### src/rtl/tic_tac_toe_engine.sv
// N x N tic-tac-toe engine: board storage, turn/legality checks, per-move line scan.
// Optional macro TTT_SCORE_EN builds saturating per-side win counters.
module tic_tac_toe_engine #(
   parameter int N       = 3,
   parameter int SCORE_W = 8,
   localparam int POS_W  = $clog2(N*N),
   localparam int CNT_W  = $clog2(N*N+1)
) (
   input  logic               clock,
   input  logic               reset_n,
   input  logic               start,
   input  logic               move_valid,
   output logic               move_ready,
   input  logic               move_player,
   input  logic [POS_W-1:0]   move_pos,
   output logic               resp_valid,
   output logic [1:0]         resp_code,
   output logic [2*N*N-1:0]   board,
   output logic               turn,
   output logic               game_over,
   output logic [1:0]         who,
   output logic [CNT_W-1:0]   move_count,
   output logic [SCORE_W-1:0] score_player,
   output logic [SCORE_W-1:0] score_computer
);
   localparam int CELLS = N*N;

   typedef enum logic [2:0] {IDLE, WAIT_MOVE, SCAN, RESP, DONE} state_t;

   state_t           state_q, state_d;
   logic             mover;
   logic [POS_W-1:0] row_q, col_q, k_q;
   logic [POS_W-1:0] mv_row, mv_col;
   logic             row_m, col_m, diag_m, anti_m;
   logic             row_hit, col_hit, diag_hit, anti_hit, win_now;
   logic [1:0]       chk_code, own_mv, own_sc;
   logic             scan_last;

   function automatic logic [1:0] cell_at(input logic [2*CELLS-1:0] b, input int idx);
      logic [1:0] c;
      c = 2'b00;
      for (int i = 0; i < CELLS; i++)
         if (i == idx) c = b[2*i +: 2];
      return c;
   endfunction

   assign move_ready = (state_q == WAIT_MOVE);
   assign resp_valid = (state_q == RESP);
   assign own_mv     = move_player ? 2'b10 : 2'b01;
   assign own_sc     = mover ? 2'b10 : 2'b01;
   assign scan_last  = (k_q == POS_W'(N-1));
   assign mv_row     = POS_W'(int'(move_pos) / N);
   assign mv_col     = POS_W'(int'(move_pos) % N);

   // Legality checks in priority order: turn, range, occupancy
   always_comb begin
      chk_code = 2'b00;
      if (move_player != turn)
         chk_code = 2'b11;
      else if (int'(move_pos) >= CELLS)
         chk_code = 2'b10;
      else if (cell_at(board, int'(move_pos)) != 2'b00)
         chk_code = 2'b01;
   end

   // Cell k of each line through the last move; the board already holds that move
   always_comb begin
      row_hit  = cell_at(board, int'(row_q) * N + int'(k_q)) == own_sc;
      col_hit  = cell_at(board, int'(k_q) * N + int'(col_q)) == own_sc;
      diag_hit = cell_at(board, int'(k_q) * N + int'(k_q)) == own_sc;
      anti_hit = cell_at(board, int'(k_q) * N + (N - 1 - int'(k_q))) == own_sc;
      win_now  = (row_m && row_hit) || (col_m && col_hit) ||
                 (diag_m && diag_hit) || (anti_m && anti_hit);
   end

   always_ff @(posedge clock or negedge reset_n) begin
      if (!reset_n) state_q <= IDLE;
      else          state_q <= state_d;
   end

   always_comb begin
      state_d = state_q;
      if (start)
         state_d = WAIT_MOVE;
      else begin
         case (state_q)
            IDLE:      state_d = IDLE;
            WAIT_MOVE: if (move_valid) state_d = (chk_code == 2'b00) ? SCAN : RESP;
            SCAN:      if (scan_last) state_d = RESP;
            RESP:      state_d = game_over ? DONE : WAIT_MOVE;
            DONE:      state_d = DONE;
            default:   state_d = IDLE;
         endcase
      end
   end

   always_ff @(posedge clock or negedge reset_n) begin
      if (!reset_n) begin
         board      <= '0;
         turn       <= 1'b0;
         game_over  <= 1'b0;
         who        <= 2'b00;
         move_count <= '0;
         resp_code  <= 2'b00;
         mover      <= 1'b0;
         row_q      <= '0;
         col_q      <= '0;
         k_q        <= '0;
         row_m      <= 1'b0;
         col_m      <= 1'b0;
         diag_m     <= 1'b0;
         anti_m     <= 1'b0;
      end else if (start) begin
         board      <= '0;
         turn       <= 1'b0;
         game_over  <= 1'b0;
         who        <= 2'b00;
         move_count <= '0;
         k_q        <= '0;
      end else begin
         case (state_q)
            WAIT_MOVE: if (move_valid) begin
               resp_code <= chk_code;
               if (chk_code == 2'b00) begin
                  for (int i = 0; i < CELLS; i++)
                     if (i == int'(move_pos)) board[2*i +: 2] <= own_mv;
                  move_count <= move_count + 1'b1;
                  turn       <= ~turn;
                  mover      <= move_player;
                  row_q      <= mv_row;
                  col_q      <= mv_col;
                  k_q        <= '0;
                  row_m      <= 1'b1;
                  col_m      <= 1'b1;
                  diag_m     <= (mv_row == mv_col);
                  anti_m     <= (int'(mv_row) + int'(mv_col) == N - 1);
               end
            end
            SCAN: begin
               row_m  <= row_m && row_hit;
               col_m  <= col_m && col_hit;
               diag_m <= diag_m && diag_hit;
               anti_m <= anti_m && anti_hit;
               k_q    <= k_q + 1'b1;
               if (scan_last) begin
                  if (win_now) begin
                     game_over <= 1'b1;
                     who       <= own_sc;
                  end else if (move_count == CNT_W'(CELLS)) begin
                     game_over <= 1'b1;
                     who       <= 2'b00;
                  end
               end
            end
            default: ;
         endcase
      end
   end

`ifdef TTT_SCORE_EN
   function automatic logic [SCORE_W-1:0] sat_inc(input logic [SCORE_W-1:0] v);
      return (&v) ? v : v + 1'b1;
   endfunction

   // Counters survive start; only reset_n clears them
   always_ff @(posedge clock or negedge reset_n) begin
      if (!reset_n) begin
         score_player   <= '0;
         score_computer <= '0;
      end else if (!start && state_q == SCAN && scan_last && win_now) begin
         if (mover) score_computer <= sat_inc(score_computer);
         else       score_player   <= sat_inc(score_player);
      end
   end
`else
   assign score_player   = '0;
   assign score_computer = '0;
`endif

endmodule
### config.mk
export PLATFORM = sky130hd
export DESIGN_NAME = tic_tac_toe_engine
export DESIGN_NICKNAME = d
export VERILOG_FILES = /design/src/rtl/tic_tac_toe_engine.sv
export SDC_FILE = /design/constraint.sdc
export NUM_CORES = 1
export LEC_CHECK = 0
export ABC_AREA = 0
export BUFFER_PORTS_ARGS = -buffer_cell sky130_fd_sc_hd__buf_2
export CORE_MARGIN = 2
export CORE_UTILIZATION = 30
export CTS_BUF_LIST = sky130_fd_sc_hd__clkbuf_4 sky130_fd_sc_hd__clkbuf_8 sky130_fd_sc_hd__clkbuf_16
export DETAILED_ROUTE_END_ITERATION = 6
export GPL_TIMING_DRIVEN = 0
export PLACE_DENSITY_LB_ADDON = 0.1
export SLEW_MARGIN = 15
export SYNTH_ARGS = -nofsm -noshare
export SYNTH_HDL_FRONTEND = slang
export SYNTH_SLANG_ARGS = --single-unit
### constraint.sdc
create_clock -name clock -period 4.7 [get_ports clock]
set_clock_uncertainty 0.1 [all_clocks]
set_input_delay 0.235 -clock clock [delete_from_list [all_inputs] [get_ports clock]]
set_output_delay 0.235 -clock clock [all_outputs]
set_load 0.03 [all_outputs]
==> impl_metrics.csv <==
group,metric,value,unit
run_status,status,"finished, final reports clean",
synth,synth_cell_types,83,
floorplan,initial_core_util,0.306,
cts,cts_tree,"yes",
placement,placed_cell_area,5100,um2
floorplan,dieArea,16400,um2
setup_path,crit_path_cell_trace,"clkinvlp_4 -> ha_1 -> a21oi_1 -> and3_1 -> nor2_1 -> ha_1 -> a21o_1 -> a221oi_4 -> mux2i_1 -> o221a_1 -> and3_1 -> o211ai_2 -> and2_4 -> a41oi_2",
sta,setup_tns,0,ns
layout,layout.nets,634,
placement,gp_congestion,0.830,
synth,synth_edf_count,0,
global_route,grt_start_max_net_pins,48,
synth,ys_seq_area_frac,0.255,
synth,synthFlopType,"dfrtp_1",
synth,syn_inst,524,
cts,cts-root-buf,"clkbuf_16",
sta,tightest_slew,0.624,ns
layout,multi_input_comb_area,3140,um2
pwr,swShare,0.389,
global_route,grt_pass1_wl,22.2,mm
route,ant_nets,0,
route,vias,4138,
min_path,hold_path_class,"input port to flop",
layout,drive_gt1_frac,0.198,
setup_path,critPathLaunchType,"flop",
floorplan,ioPinCount,55,
cts,cts_buffers,5,
layout,fillCellCount,1634,
placement,hpwlAfterDp,11.0,mm
synth,yosys_warnings,0,
pwr,ir_worst_vdd,0.000151,V
layout,area_growth,14.0,%
synth,synth.avg_cell_area,8.81,um2
setup_path,cpPeakStageDelay,0.53,ns
synth,synth_area,4610,um2
job,drv_cap,0,
placement,dp.cells,765,
global_route,met3_usage,0.0117,
min_path,hp-start,"start",
route,via_per_inst,5.35,
synth,synth_top_area_frac,0.255,
pwr,p_int,0.968,mW
global_route,use_met1,0.232,
setup_path,cp.arrival,4.45,ns
sta,worst_slew_margin_rel,0.581,
layout,utilization,0.349,
floorplan,die_h,128,um
sta,final-max-slew-violation-count,0,
synth,synth_area_leaders,"dfrtp_1, ha_1, nor2_1, a31oi_1, fa_1",
layout,diodes,0,
setup_path,slowest_stage,"dfrtp_1",
pwr,p_leak,2.46,nW
cts,path_clk_slew,0.06,ns
route,remaining_drc_errors,0,
pwr,pwr-share-seq,0.318,
sta,min_period,4.39,ns
setup_path,cp-startpoint,"k_q[3]",
floorplan,die_width,128,um
setup_path,cp_top_family,"compound AO/OA/AOI/OAI gates",
sta,worst_slack,0.308,ns
pwr,p_clk_frac,0.227,
sta,hold_viol_final,0,
setup_path,r2r_start,"k_q[3]",
floorplan,rows,45,
setup_path,path_class,"flop to flop",
global_route,grt_use_total,0.174,
route,drt-initial-drc-count,166,
pwr,power_frac_comb,0.455,
global_route,antenna_found_initial,0,
synth,synthArstFlopShare,1.00,
sta,final.period_utilization,0.934,
cts,clk_path_buf_depth,2,
sta,max_freq,0.228,GHz
setup_path,required,4.76,ns
placement,io_buffers,38,
pwr,p_per_area,301,nW/um2
global_route,use_met2,0.302,
global_route,grt_overflow,0,
setup_path,crit_path_max_fanout,8,
setup_path,path_buf_inv,1,
cts,cts.sink_count,47,
synth,synth_top_area_cell,"dfrtp_1",
placement,pre_cts_ws,0.129,ns
pwr,p_switching,0.616,mW
synth,synth_seq_cells,47,
cts,htreeDepth,2,
cts,clk_latency,0.29,ns
global_route,first_global_vias,4042,
layout,register_area,1180,um2
route,firstDrtPassIters,5,
sta,grt_setup_unrepaired,"no",
floorplan,fp.coreArea,15100,um2
global_route,grt.busiest_layer,"met2",
sta,setup_viol,0,
setup_path,end_kind,"flop",
layout,instances_no_fill,773,
layout,fin_area,5260,um2
route,wl_per_cell,18.0,um
route,routed_wl,13.9,mm
-- stage by stage --
step                      power, mW  hold slack (ns)
after floorplan                1.06           -0.161
after global placement         1.23            0.398
final                          1.58            0.163
after CTS                      1.60            0.100
after detailed placement       1.24            0.394
after global routing           1.70            0.209
-- layout make-up --
cell class | instances | area share
plain buffers | 31 | 0.0404
clock buffers | 7 | 0.0266
clock inverters | 1 | 0.000952
inverters | 37 | 0.0271
multi-input cells | 423 | 0.598
flip-flops and latches | 47 | 0.224
well taps | 188 | 0.0447
repair buffers | 39 | 0.0385
-- cells in the final DEF, fill, tap and decap left out, types with 6 or more instances in the layout --
cell       n
a21o_1     8
a21oi_1   23
a31oi_1   23
buf_2     42
buf_4     17
clkbuf_1   6
conb_1    16
dfrtp_1   46
fa_1       7
ha_1      34
inv_1     31
mux2_2     8
mux2i_1    9
mux4_2     6
nand2_1   31
nand2b_1  11
nand3_1   11
nand4_1    6
nor2_1    59
nor2b_1    7
nor3_1    12
o211ai_1   6
o21ai_0   12
o21ai_1    8
or3_1      7
xnor2_1    8
-- timing repair --
action,in CTS,in global routing
endpoints found under the hold margin,0,47
gates resized for setup,0,3
endpoints found under the setup margin,0,3
buffers inserted,0,0
hold buffers,0,1
-- power groups by stage --
stage / clock network [mW] / logic (mW) / registers (mW)
6_report: 0.359 / 0.721 / 0.504
5_1_grt: 0.385 / 0.804 / 0.511
2_1_floorplan: 0 / 0.550 / 0.509
3_3_place_gp: 0 / 0.716 / 0.510
3_5_place_dp: 0 / 0.726 / 0.511
4_1_cts: 0.372 / 0.728 / 0.504
-- worst paths after layout --
path	slack [ns]	end	cells after the start
max	0.31	game_over	14
min	0.16	state_q[0]	3
max reg2reg	0.31	game_over	14
min reg2reg	0.41	row_m	2
max in group asynchronous	3.62	k_q[2]	2
min in group asynchronous	0.40	board[9]	2
-- registers in the layout (all words and copies together) (netlist names), 2 cells and up --
register	cells
board	18
move_count	4
row_q	3
resp_code	2
k_q	4
who	2
state_q	3
col_q	4
-- metal layers --
layer,vias to the layer above,wire (um)
met3,14,318
met4,0,286
met5,-,0
met1,2045,6520
met2,63,6780
li1,2016,-
-- Yosys cell counts (all sizes together) (3+ instances only) --
library cell  instances
nor2                 59
dfrtp                47
inv                  36
ha                   34
nand2                31
a31oi                25
buf                  25
a21oi                24
o21ai                20
mux2                 13
nand3                13
nor3                 12
nand2b               11
mux2i                 9
o211ai                9
a21o                  8
xnor2                 8
clkbuf                7
fa                    7
nor2b                 7
or2                   7
or3                   7
and2                  6
mux4                  6
nand4                 6
a211oi                5
and3                  5
nand4b                5
nor4                  5
o21a                  5
o22ai                 5
xor2                  5
a221oi                4
and3b                 3
nand3b                3
o21bai                3
-- worst reg2reg max path, stage by stage, from the launching register on --
cell and delay, ns:
dfrtp_1 0.53, clkinvlp_4 0.28, ha_1 0.42, a21oi_1 0.23, and3_1 0.39, nor2_1 0.10
ha_1 0.39, a21o_1 0.24, a221oi_4 0.37, mux2i_1 0.13, o221a_1 0.26, and3_1 0.17
o211ai_2 0.32, and2_4 0.25, a41oi_2 0.10
-- kinds of logic after synthesis --
group,count (synthesis),share of synthesized area
other cells,1,0.000813
fa+ha+maj,41,0.123
simple gates,186,0.210
flops,47,0.255
compound gates,137,0.217
xor+xnor,15,0.0361
buf+inv,69,0.0770
mux,28,0.0813
Power figures use the tool's default switching activity.
